### config.mk
export PLATFORM = sky130hd
export DESIGN_NAME = system_bus_controller
export DESIGN_NICKNAME = d
export VERILOG_FILES = /design/src/rtl/system_bus_controller.sv
export SDC_FILE = /design/constraint.sdc
export NUM_CORES = 1
export LEC_CHECK = 0
export ABC_CLOCK_PERIOD_IN_PS = 3310
export CORE_MARGIN = 3
export CORE_UTILIZATION = 35
export CTS_BUF_LIST = sky130_fd_sc_hd__clkbuf_2 sky130_fd_sc_hd__clkbuf_4 sky130_fd_sc_hd__clkbuf_8
export CTS_CLUSTER_SIZE = 16
export DETAILED_ROUTE_END_ITERATION = 12
export SLEW_MARGIN = 40
export SYNTH_ARGS = -nofsm -noshare
export SYNTH_HDL_FRONTEND = slang
export SYNTH_SLANG_ARGS = --single-unit
### constraint.sdc
create_clock -name CLK -period 3.31 [get_ports CLK]
set_clock_uncertainty 0.2 [all_clocks]
set_input_delay 0.662 -clock CLK [delete_from_list [all_inputs] [get_ports CLK]]
set_output_delay 0.662 -clock CLK [all_outputs]
set_load 0.02 [all_outputs]
### src/rtl/system_bus_controller.sv
// rtl/system_bus_controller.sv - 68k-style bus controller: address decode, wait states, DSACK, timeout, IACK, boot overlay
module system_bus_controller #(
    parameter int ROM_WAIT    = 2,
    parameter int SRAM_WAIT   = 0,
    parameter int DUART_WAIT  = 3,
    parameter int ROM_PORT    = 8,
    parameter int SRAM_PORT   = 32,
    parameter int DUART_PORT  = 8,
    parameter int EXP_PORT    = 16,
    parameter int BOOT_CYCLES = 2,
    parameter int TIMEOUT     = 64,
    parameter int DUART_IPL   = 5
) (
    input  logic       CLK,
    input  logic       RST,
    input  logic [3:0] AH,
    input  logic [3:0] AM,
    input  logic [3:0] AL,
    input  logic [2:0] FC,
    input  logic       AS_n,
    input  logic       EXP_RDY_n,
    input  logic       IRQ_DUART_n,
    output logic       DSACK0_n,
    output logic       DSACK1_n,
    output logic       BERR_n,
    output logic       AVEC_n,
    output logic       CIIN_n,
    output logic       STERM_n,
    output logic [2:0] IPL_n,
    output logic       CS_ROM_n,
    output logic       CS_SRAM_n,
    output logic       CS_DUART_n,
    output logic       CS_EXP_n,
    output logic       IACK_DUART_n
);

    localparam logic [1:0] S_IDLE = 2'd0;
    localparam logic [1:0] S_WAIT = 2'd1;
    localparam logic [1:0] S_ACK  = 2'd2;
    localparam logic [1:0] S_TERM = 2'd3;

    // How a cycle in WAIT is finished
    localparam logic [1:0] K_FIXED = 2'd0;
    localparam logic [1:0] K_EXP   = 2'd1;
    localparam logic [1:0] K_AVEC  = 2'd2;
    localparam logic [1:0] K_BERR  = 2'd3;

    // DSACK pair encoded as {DSACK1_n, DSACK0_n}
    localparam logic [1:0] ENC_ROM   = (ROM_PORT == 8)   ? 2'b10 : (ROM_PORT == 16)   ? 2'b01 : 2'b00;
    localparam logic [1:0] ENC_SRAM  = (SRAM_PORT == 8)  ? 2'b10 : (SRAM_PORT == 16)  ? 2'b01 : 2'b00;
    localparam logic [1:0] ENC_DUART = (DUART_PORT == 8) ? 2'b10 : (DUART_PORT == 16) ? 2'b01 : 2'b00;
    localparam logic [1:0] ENC_EXP   = (EXP_PORT == 8)   ? 2'b10 : (EXP_PORT == 16)   ? 2'b01 : 2'b00;

    localparam logic [3:0] W_ROM   = 4'(ROM_WAIT);
    localparam logic [3:0] W_SRAM  = 4'(SRAM_WAIT);
    localparam logic [3:0] W_DUART = 4'(DUART_WAIT);
    localparam logic [2:0] IPL_LVL = 3'(DUART_IPL);
    localparam logic [8:0] TMO_LIM = 9'(TIMEOUT);
    localparam logic [4:0] BOOT_LIM = 5'(BOOT_CYCLES);

    logic [1:0] state_q, state_d;
    logic [1:0] kind_q, kind_d;
    logic [3:0] wcnt_q, wcnt_d;
    logic [7:0] tmo_q, tmo_d;
    logic [1:0] enc_q, enc_d;
    logic       boot_q, boot_d;
    logic [3:0] boot_cnt_q, boot_cnt_d;
    logic       cs_rom_q, cs_rom_d, cs_sram_q, cs_sram_d;
    logic       cs_duart_q, cs_duart_d, cs_exp_q, cs_exp_d;
    logic       iack_q, iack_d, ciin_q, ciin_d;
    logic [1:0] dsack_q, dsack_d;
    logic       avec_q, avec_d, berr_q, berr_d;
    logic [2:0] ipl_q, ipl_d;

    logic       cpu_space, iack_cyc, release_all;
    logic [1:0] region;
    logic [8:0] tmo_inc;
    logic [4:0] boot_inc;
    logic       unused_addr_bits;

    assign unused_addr_bits = ^{AH[1:0], AL[0]};

    assign cpu_space = (FC == 3'b111);
    assign iack_cyc  = cpu_space && (AM == 4'hF);
    // The boot overlay maps every memory-space cycle onto the ROM
    assign region    = boot_q ? 2'b10 : AH[3:2];
    assign tmo_inc   = {1'b0, tmo_q} + 9'd1;
    assign boot_inc  = {1'b0, boot_cnt_q} + 5'd1;

    // Next-state logic for the cycle FSM, counters and output registers
    always_comb begin
        state_d     = state_q;
        kind_d      = kind_q;
        wcnt_d      = wcnt_q;
        tmo_d       = tmo_q;
        enc_d       = enc_q;
        boot_d      = boot_q;
        boot_cnt_d  = boot_cnt_q;
        cs_rom_d    = cs_rom_q;
        cs_sram_d   = cs_sram_q;
        cs_duart_d  = cs_duart_q;
        cs_exp_d    = cs_exp_q;
        iack_d      = iack_q;
        ciin_d      = ciin_q;
        dsack_d     = dsack_q;
        avec_d      = avec_q;
        berr_d      = berr_q;
        ipl_d       = IRQ_DUART_n ? 3'b111 : ~IPL_LVL;
        release_all = 1'b0;

        case (state_q)
            S_IDLE: begin
                if (!AS_n) begin
                    state_d = S_WAIT;
                    tmo_d   = 8'd0;
                    kind_d  = K_FIXED;
                    if (iack_cyc) begin
                        if (AL[3:1] == IPL_LVL) begin
                            iack_d = 1'b0;
                            wcnt_d = W_DUART;
                            enc_d  = ENC_DUART;
                        end else begin
                            kind_d = K_AVEC;
                        end
                    end else if (cpu_space) begin
                        kind_d = K_BERR;
                    end else begin
                        unique case (region)
                            2'b00: begin cs_sram_d  = 1'b0; wcnt_d = W_SRAM;  enc_d = ENC_SRAM;  end
                            2'b01: begin cs_exp_d   = 1'b0; ciin_d = 1'b0; kind_d = K_EXP; enc_d = ENC_EXP; end
                            2'b10: begin cs_rom_d   = 1'b0; wcnt_d = W_ROM;   enc_d = ENC_ROM;   end
                            2'b11: begin cs_duart_d = 1'b0; ciin_d = 1'b0; wcnt_d = W_DUART; enc_d = ENC_DUART; end
                        endcase
                    end
                end
            end
            S_WAIT: begin
                if (AS_n) begin
                    // CPU gave up on the cycle: drop everything, no boot credit
                    state_d     = S_IDLE;
                    release_all = 1'b1;
                end else begin
                    case (kind_q)
                        K_AVEC: begin state_d = S_ACK;  avec_d = 1'b0; end
                        K_BERR: begin state_d = S_TERM; berr_d = 1'b0; end
                        default: begin
                            if ((kind_q == K_FIXED) ? (wcnt_q == 4'd0) : !EXP_RDY_n) begin
                                state_d = S_ACK;
                                dsack_d = enc_q;
                            end else begin
                                if (kind_q == K_FIXED) wcnt_d = wcnt_q - 4'd1;
                                tmo_d = tmo_inc[7:0];
                                if (tmo_inc == TMO_LIM) begin
                                    state_d = S_TERM;
                                    berr_d  = 1'b0;
                                end
                            end
                        end
                    endcase
                end
            end
            default: begin
                // ACK and TERM hold their outputs until the strobe goes away
                if (AS_n) begin
                    state_d     = S_IDLE;
                    release_all = 1'b1;
                    if (state_q == S_ACK && boot_q) begin
                        if (boot_cnt_q != 4'hF) boot_cnt_d = boot_inc[3:0];
                        boot_d = (boot_inc < BOOT_LIM);
                    end
                end
            end
        endcase

        if (release_all) begin
            cs_rom_d   = 1'b1;
            cs_sram_d  = 1'b1;
            cs_duart_d = 1'b1;
            cs_exp_d   = 1'b1;
            iack_d     = 1'b1;
            ciin_d     = 1'b1;
            dsack_d    = 2'b11;
            avec_d     = 1'b1;
            berr_d     = 1'b1;
        end
    end

    // State and output registers with synchronous reset
    always_ff @(posedge CLK) begin
        if (RST) begin
            state_q    <= S_IDLE;
            kind_q     <= K_FIXED;
            wcnt_q     <= 4'd0;
            tmo_q      <= 8'd0;
            enc_q      <= 2'b11;
            boot_q     <= 1'b1;
            boot_cnt_q <= 4'd0;
            cs_rom_q   <= 1'b1;
            cs_sram_q  <= 1'b1;
            cs_duart_q <= 1'b1;
            cs_exp_q   <= 1'b1;
            iack_q     <= 1'b1;
            ciin_q     <= 1'b1;
            dsack_q    <= 2'b11;
            avec_q     <= 1'b1;
            berr_q     <= 1'b1;
            ipl_q      <= 3'b111;
        end else begin
            state_q    <= state_d;
            kind_q     <= kind_d;
            wcnt_q     <= wcnt_d;
            tmo_q      <= tmo_d;
            enc_q      <= enc_d;
            boot_q     <= boot_d;
            boot_cnt_q <= boot_cnt_d;
            cs_rom_q   <= cs_rom_d;
            cs_sram_q  <= cs_sram_d;
            cs_duart_q <= cs_duart_d;
            cs_exp_q   <= cs_exp_d;
            iack_q     <= iack_d;
            ciin_q     <= ciin_d;
            dsack_q    <= dsack_d;
            avec_q     <= avec_d;
            berr_q     <= berr_d;
            ipl_q      <= ipl_d;
        end
    end

    assign DSACK1_n     = dsack_q[1];
    assign DSACK0_n     = dsack_q[0];
    assign BERR_n       = berr_q;
    assign AVEC_n       = avec_q;
    assign CIIN_n       = ciin_q;
    assign STERM_n      = 1'b1;
    assign IPL_n        = ipl_q;
    assign CS_ROM_n     = cs_rom_q;
    assign CS_SRAM_n    = cs_sram_q;
    assign CS_DUART_n   = cs_duart_q;
    assign CS_EXP_n     = cs_exp_q;
    assign IACK_DUART_n = iack_q;

endmodule

==> key figures, run 1 <==
Status
  • Status: completed

Clock tree
  • CTS Buffer Depth: 2
  • Hold buffers post-CTS: 0
  • Setup Fix Bufs, Post-CTS: 0
  • Number of H-tree levels: 2
  • CTS buffer count: 5
  • Clock sinks: 34
  • CTS tree: built
  • Clk_lat worst skew: between 200 and 300 ps
  • Clock-pin slew on the worst setup and hold paths: roughly 60 ps
  • Post-CTS Resized: 0
  • Root Driver: clkbuf_8

Final layout
  • Number of diodes: 0
  • Fill cell count: 498
  • Multi-input logic area: between 0.001 and 0.0015 mm2
  • Syn-to-layout area delta: 24.0%
  • Share of layout cells above drive strength 1: between 7 and 8%
  • FF/Latch Area: between 600 and 700 um2
  • Layout Nets: 273

Yosys
  • Unique masters post-synth: 51
  • Top post-synthesis cells by count: dfxtp_1 (34), nand2_1 (26), a21oi_1 (16), nor2_1 (16), o21ai_0 (15)
  • Cell Area, Synth: 0.00181 mm2
  • Most used DFF post-synth: dfxtp_1
  • Synth area leaders: dfxtp_1 (38%), nand2_1 (5.4%), a21oi_1 (4.4%)
  • Synthesis-stage register bit count: 34
  • Cell taking the most area after synthesis: dfxtp_1
  • Share of the synthesized area in the top cell type: a little under two fifths
  • Mapped Cells: about 230
  • Post-synthesis sequential area ratio: between 30 and 40%
  • Asr flop ratio synth: 0%
  • Post-synth EDFFs: 0
  • Syn Area/Cell: 8.05 um2
  • Count leader, synth: dfxtp_1
  • Synth Warn #: 0

Floorplanning
  • # rows: 25
  • Height of the die: a little under 80 um
  • Initial Utilization: a little under two fifths
  • Ports: 34
  • Die area: 0.00608 mm2
  • Die Wd: 77.9 um
  • CORE AREA: ~0.0048 mm2

Power
  • Int Pwr: between 0.7 and 0.8 mW
  • Psw: 0.231 mW
  • Flop pwr share: 45.4%
  • Combinational share of power: ~14%
  • Clock group share of total power: 40.1%
  • IR drop worst, VDD: approximately 0.26 mV
  • P per Cell Area: 425 mW/mm2
  • Sw frac: around 24%
  • Pleak: between 0.8 and 0.9 nW

Timing
  • Min Tclk post-route: 2740 ps
  • Achievable frequency: 364 MHz
  • Ratio of final minimum period to clock period: between 80% and 90%
  • Final setup fails: 0
  • Worst slew pin tran: roughly 830 ps
  • Final worst slack: 565 ps
  • RSZ-0062 raised after global routing: false
  • Setup tns final: 0 ps
  • Max-slew violation count: 0
  • Final hold vios: 0
  • Headroom to the max-slew limit: about 44%

Setup path
  • CP max-delay cell: clkdlybuf4s50_1
  • Arr. time, crit path: 2710 ps
  • Critical path class: primary input to flop
  • Crit path depth: 6
  • Buffer and inverter count on the worst path: 1
  • Crit-path max FO: 9
  • Critical path cell sequence: clkdlybuf4s50_1, nor2b_1, or3_1, a211o_4, nor3_2, mux2_2
  • CP Launch Type: primary input
  • Required time worst endpoint: roughly 3300 ps
  • Max incr delay on CP: approximately 510 ps
  • Largest delay share family, worst path: simple AND/OR/NAND/NOR gates
  • Worst r2r path cells: 7
  • CP endpoint kind: flop

Flow run
  • # Max-Cap Violations: 0

Placement
  • Half-perimeter wire length after placement: approximately 3100 um
  • Final GP Congestion: between 0.7 and 0.8
  • Pre-CTS setup slack: just under 300 ps
  • I/O Buffers: 28

GRT
  • Total grt overflow: 0
  • First-pass GRT wire length: 7450 um
  • Largest net degree at the start of global routing: 19
  • Initial antenna violation count: 0
  • Vias in the first global route: between 1500 and 2000
  • Gr usage total: about 15%

Route
  • Vias per cell: about 5.4
  • Total number of vias: 1712
  • Total wire length: 4230 um
  • Drt first-iter violations: about 110
  • Detail Route Antenna Nets: 0
  • Wire per inst: 13.3 um
  • DRC Markers: 0
  • 1st-pass router iterations: 4

Min path
  • Hold WC Path Type: flop to flop
  • Hold Path Depth: 2
==> state kept, by name, summed over array words and instances, names as in the netlist <==
register and count:
CS_SRAM_n 1, enc_q 2, CS_ROM_n 1, IACK_DUART_n 1
boot_q 1, tmo_q 8, state_q 2, AVEC_n 1
kind_q 2, CS_DUART_n 1, CS_EXP_n 1, IPL_n 1
BERR_n 1, boot_cnt_q 4, CIIN_n 1, wcnt_q 4
dsack_q 2
==> worst min-delay path, cell delays in order (launching register included) <==
cell and delay, ps:
dfxtp_1 310, o41ai_1 50, nand2_1 50
==> cell usage in the layout (no fill, tap or decap), types with 2 or more instances in the layout <==
| master | n |
|---|---|
| nor4_1 | 2 |
| buf_4 | 3 |
| or2_2 | 2 |
| a21oi_1 | 16 |
| conb_1 | 2 |
| xor2_1 | 3 |
| dfxtp_1 | 34 |
| nand2_1 | 26 |
| ha_1 | 4 |
| a31oi_1 | 3 |
| o31ai_1 | 3 |
| clkbuf_8 | 5 |
| o21ai_0 | 15 |
| and3_1 | 4 |
| nand4b_1 | 3 |
| nor4b_1 | 2 |
| a21o_1 | 2 |
| and4b_1 | 2 |
| clkbuf_4 | 2 |
| or3_1 | 5 |
| nand4_1 | 2 |
| nor3_1 | 7 |
| nand2b_1 | 4 |
| o32ai_1 | 5 |
| mux2i_1 | 2 |
| nand3_1 | 11 |
| mux2_2 | 2 |
| clkdlybuf4s50_1 | 28 |
| nor2b_1 | 5 |
| nor2_1 | 16 |
| inv_1 | 7 |
| o41ai_1 | 2 |
==> worst paths after layout <==
check | slack, ps | start | to
worst max-delay path | 570 | EXP_RDY_n | wcnt_q[1]
worst min-delay path | 250 | CS_SRAM_n | CS_SRAM_n
worst max register to register | 700 | wcnt_q[0] | wcnt_q[1]
worst min register to register | 250 | CS_SRAM_n | CS_SRAM_n
==> stage by stage <==
stage,hold slack (ps),utilization (%),power (mW),instance area (um2),instances
2_1_floorplan,242,-,0.535,1820,226
3_3_place_gp,236,44.0,0.581,2130,309
3_5_place_dp,244,44.0,0.582,2130,309
4_1_cts,255,46.3,0.970,2250,317
5_1_grt,289,46.3,1.01,2250,317
6_report,249,46.3,0.956,2250,317
==> metal layers <==
| layer | GRT usage (%) | wire length (um) |
|---|---|---|
| met3 | 3.60 | 182 |
| met2 | 22.6 | 1860 |
| met5 | 0 | 0 |
| met1 | 21.0 | 2140 |
| met4 | 4.55 | 51 |
==> layout make-up <==
cell class | instances | share of cell area [%]
Timing Repair Buffer | 31 | 13.5
Inverter | 7 | 1.17
Clock inverter | 1 | 1.34
Sequential cell | 34 | 30.3
Clock buffer | 7 | 3.73
Multi-Input combinational cell | 170 | 46.3
Tap cell | 67 | 3.73
==> power groups by stage <==
stage | registers (mW) | logic [mW] | clock network (mW)
floorplan | 0.439 | 0.0959 | 0
global placement | 0.443 | 0.137 | 0
detailed placement | 0.443 | 0.138 | 0
CTS | 0.434 | 0.139 | 0.397
global route | 0.436 | 0.154 | 0.418
finish | 0.434 | 0.138 | 0.384
==> cells by family (layout without fill, tap and decap cells) <==
group	count (synthesis)	in the layout	synth area share, %
other cells	1	2	0.207
buf+inv	22	46	5.25
flops	34	34	37.6
mux	4	4	2.35
compound gates	59	59	21.6
xor+xnor	4	4	1.93
simple gates	97	97	28.3
fa+ha+maj	4	4	2.76
Power figures use the tool's default switching activity.
==> run 2, diff against run 1 <==
--- a/config.mk
+++ b/config.mk
@@ -5,7 +5,7 @@
 export SDC_FILE = /design/constraint.sdc
 export NUM_CORES = 1
 export LEC_CHECK = 0
-export ABC_CLOCK_PERIOD_IN_PS = 3310
+export ABC_CLOCK_PERIOD_IN_PS = 2300
 export CORE_MARGIN = 3
 export CORE_UTILIZATION = 35
 export CTS_BUF_LIST = sky130_fd_sc_hd__clkbuf_2 sky130_fd_sc_hd__clkbuf_4 sky130_fd_sc_hd__clkbuf_8
==> constraint.sdc (replaced) <==
create_clock -name CLK -period 2.3 [get_ports CLK]
set_clock_uncertainty 0.2 [all_clocks]
set_input_delay 0.46 -clock CLK [delete_from_list [all_inputs] [get_ports CLK]]
set_output_delay 0.46 -clock CLK [all_outputs]
set_load 0.02 [all_outputs]
==> run 2 against run 1 <==
  * First-iteration DRC count grew 7.9%
  * Non-clock buffer count grew 26
  * Clock power grew 42%
  * Hold slack gained 4.7 ps
  * Core utilization grew 5.0 points
  * Die area is the same
  * Critical path type unchanged
  * Largest cell class unchanged
  * Largest power group unchanged
==> key figures, run 2 (synthesis gave the netlist of run 1 again) <==
Setup path
  • Required time worst endpoint: 2280 ps (-990 ps)
  • Worst r2r path cells: 7 (unchanged)
  • Largest delay share family, worst path: simple AND/OR/NAND/NOR gates
  • Arr. time, crit path: 2240 ps (-470 ps)
  • Critical path cell sequence: clkdlybuf4s50_1, nor2b_1, or3_4, a211o_4, nor3_4, mux2_4
  • R2R Setup Slk: 120 ps (-580 ps)
  • Critical path class: primary input to flop
  • Max incr delay on CP: 490 ps (-20 ps)
  • Reg2Reg Launch Point: wcnt_q[1]
  • CP endpoint kind: flop
  • CP Launch Type: primary input
  • Crit-path max FO: 4 (-5)
  • CP max-delay cell: clkdlybuf4s50_1
  • Crit path depth: 6 (unchanged)
  • FF-to-FF End: wcnt_q[1]
  • Buffer and inverter count on the worst path: 1 (unchanged)

Final layout
  • Most common cell after layout, fill and taps aside: dfxtp_1
  • Syn-to-layout area delta: 37.3%
  • Number of diodes: 0 (unchanged)
  • Reg with most FFs: tmo_q
  • Fill cell count: 474 (-4.8%)
  • Post-layout util: 51.3% (+5.0 points)
  • Largest register FFs: 8 (unchanged)
  • Multi-input logic area: 0.00109 mm2 (+4.6%)
  • Post-Layout Cell Count: 343 (+8.2%)
  • Most frequent cells in the layout: dfxtp_1 (32), buf_4 (29), clkdlybuf4s50_1 (28)
  • Biggest regs: tmo_q x8, boot_cnt_q x4, wcnt_q x4
  • Layout Nets: 299 (+9.5%)
  • FF/Latch Area: 683 um2 (+0.37%)
  • Share of layout cells above drive strength 1: 19.2% (+12 points)

GRT
  • Vias in the first global route: 1698 (+7.3%)
  • Initial antenna violation count: 0 (unchanged)
  • Largest net degree at the start of global routing: 19 (unchanged)
  • First-pass GRT wire length: 7930 um (+6.4%)
  • Gr usage total: 16.2% (+1.2 points)
  • Total grt overflow: 0 (unchanged)

Floorplanning
  • # rows: 25 (unchanged)
  • Initial Utilization: 37.4% (unchanged)
  • Ports: 34 (unchanged)
  • CORE AREA: 0.00485 mm2 (unchanged)
  • Die area: 0.00608 mm2 (unchanged)
  • Height of the die: 77.9 um (unchanged)
  • Die Wd: 77.9 um (unchanged)

Clock tree
  • Root Driver: clkbuf_8
  • Clock sinks: 34 (unchanged)
  • Number of H-tree levels: 2 (unchanged)
  • CTS buffer count: 5 (unchanged)
  • Clock-pin slew on the worst setup and hold paths: 70 ps (about the same)
  • Clk_lat worst skew: 290 ps (about the same)
  • CTS tree: built
  • CTS Buffer Depth: 2 (unchanged)

Flow run
  • # Max-Cap Violations: 0 (unchanged)

Power
  • Pleak: 0.973 nW (+17%)
  • IR drop worst, VDD: 0.322 mV (+25%)
  • P per Cell Area: 582 mW/mm2 (+37%)

Min path
  • Hold WC Path Type: flop to flop
  • Worst Hold End: AVEC_n
  • Launch point of the worst hold path: AVEC_n
  • Hold Path Depth: 2 (unchanged)

Status
  • Status: completed

Route
  • Drt first-iter violations: 123 (+7.9%)
  • 1st-pass router iterations: 4 (unchanged)
  • DRC Markers: 0 (unchanged)
  • Vias per cell: 5.24 (-3.0%)
  • Total wire length: 4620 um (+9.2%)
  • Detail Route Antenna Nets: 0 (unchanged)
  • Wire per inst: 13.5 um (+0.94%)
  • Total number of vias: 1796 (+4.9%)

Timing
  • Final hold vios: 0 (unchanged)
  • Min Tclk post-route: about 2300 ps
  • Ratio of final minimum period to clock period: 98.6%
  • Achievable frequency: about 440 MHz
  • Max-slew violation count: 0 (unchanged)
  • Final worst slack: 33.2 ps (-532 ps)
  • Final setup fails: 0 (unchanged)
  • RSZ-0062 raised after global routing: false
  • Hold slack: 254 ps (+4.69 ps)

Placement
  • I/O Buffers: 28 (unchanged)
  • Pre-CTS setup slack: -306 ps (-598 ps)
  • Half-perimeter wire length after placement: 3410 um (+9.4%)
  • Placed Cells: 333 (+7.8%)
  • Final GP Congestion: 0.813 (+3.8%)
==> run 2: cell types whose count changed in the layout (fill, tap and decap cells not counted), sizes merged <==
| cell | previous run | this run |
|---|---|---|
| clkinv | 0 | 2 |
| clkbuf | 7 | 5 |
| buf | 3 | 29 |
==> run 2: stage by stage <==
stage,area [um2],total power [mW],TNS [ps]
3_3_place_gp,2320,0.881,-2300
2_1_floorplan,1830,0.777,0
5_1_grt,2490,1.52,0
6_report,2490,1.45,0
4_1_cts,2480,1.46,0
3_5_place_dp,2320,0.883,-2390
==> run 2: final cells by class <==
class | instances | area share [%]
multi-input combinational | 170 | 43.7
sequential | 34 | 27.5
timing repair buffer | 57 | 20.0
tap | 67 | 3.37
clock buffer | 5 | 2.77
clock inverter | 3 | 1.61
inverter | 7 | 1.06
==> run 2: how the worst max path moves through the flow <==
stage,startpoint,end
global placement,EXP_RDY_n,wcnt_q[1]
global route,EXP_RDY_n,wcnt_q[0]
CTS,EXP_RDY_n,wcnt_q[1]
finish,EXP_RDY_n,wcnt_q[1]
detailed placement,EXP_RDY_n,wcnt_q[1]
floorplan,wcnt_q[0],wcnt_q[1]
==> run 2: repair_timing <==
action,4_1_cts,5_1_grt
setup buffers,2,0
resized for setup,9,2
endpoints found under the hold margin,0,0
pin swaps,4,2
endpoints found under the setup margin,4,4
hold buffers,0,0
==> run 2: per-layer routing <==
layer	global-route usage, %	wire length [um]	vias up
met4	6.29	79	0
met3	3.48	147	9
li1	-	-	923
met5	0	0	-
met2	25.0	2180	32
met1	22.0	2210	832
==> run 2: report_power, final <==
group | switching [mW] | internal [mW]
Clock | 0.226 | 0.319
Combinational | 0.130 | 0.149
Sequential | 0.0177 | 0.605
==> run 2: worst reg2reg max path, delay by kind of cell (launching register included) <==
| kind | cells | cell delay, ps |
|---|---|---|
| adders and majority gates | 1 | 150 |
| AOI/OAI and AO/OA | 1 | 370 |
| buffers and inverters | 1 | 50 |
| and+or+nand+nor | 3 | 650 |
| muxes | 1 | 310 |
| DFF | 1 | 330 |
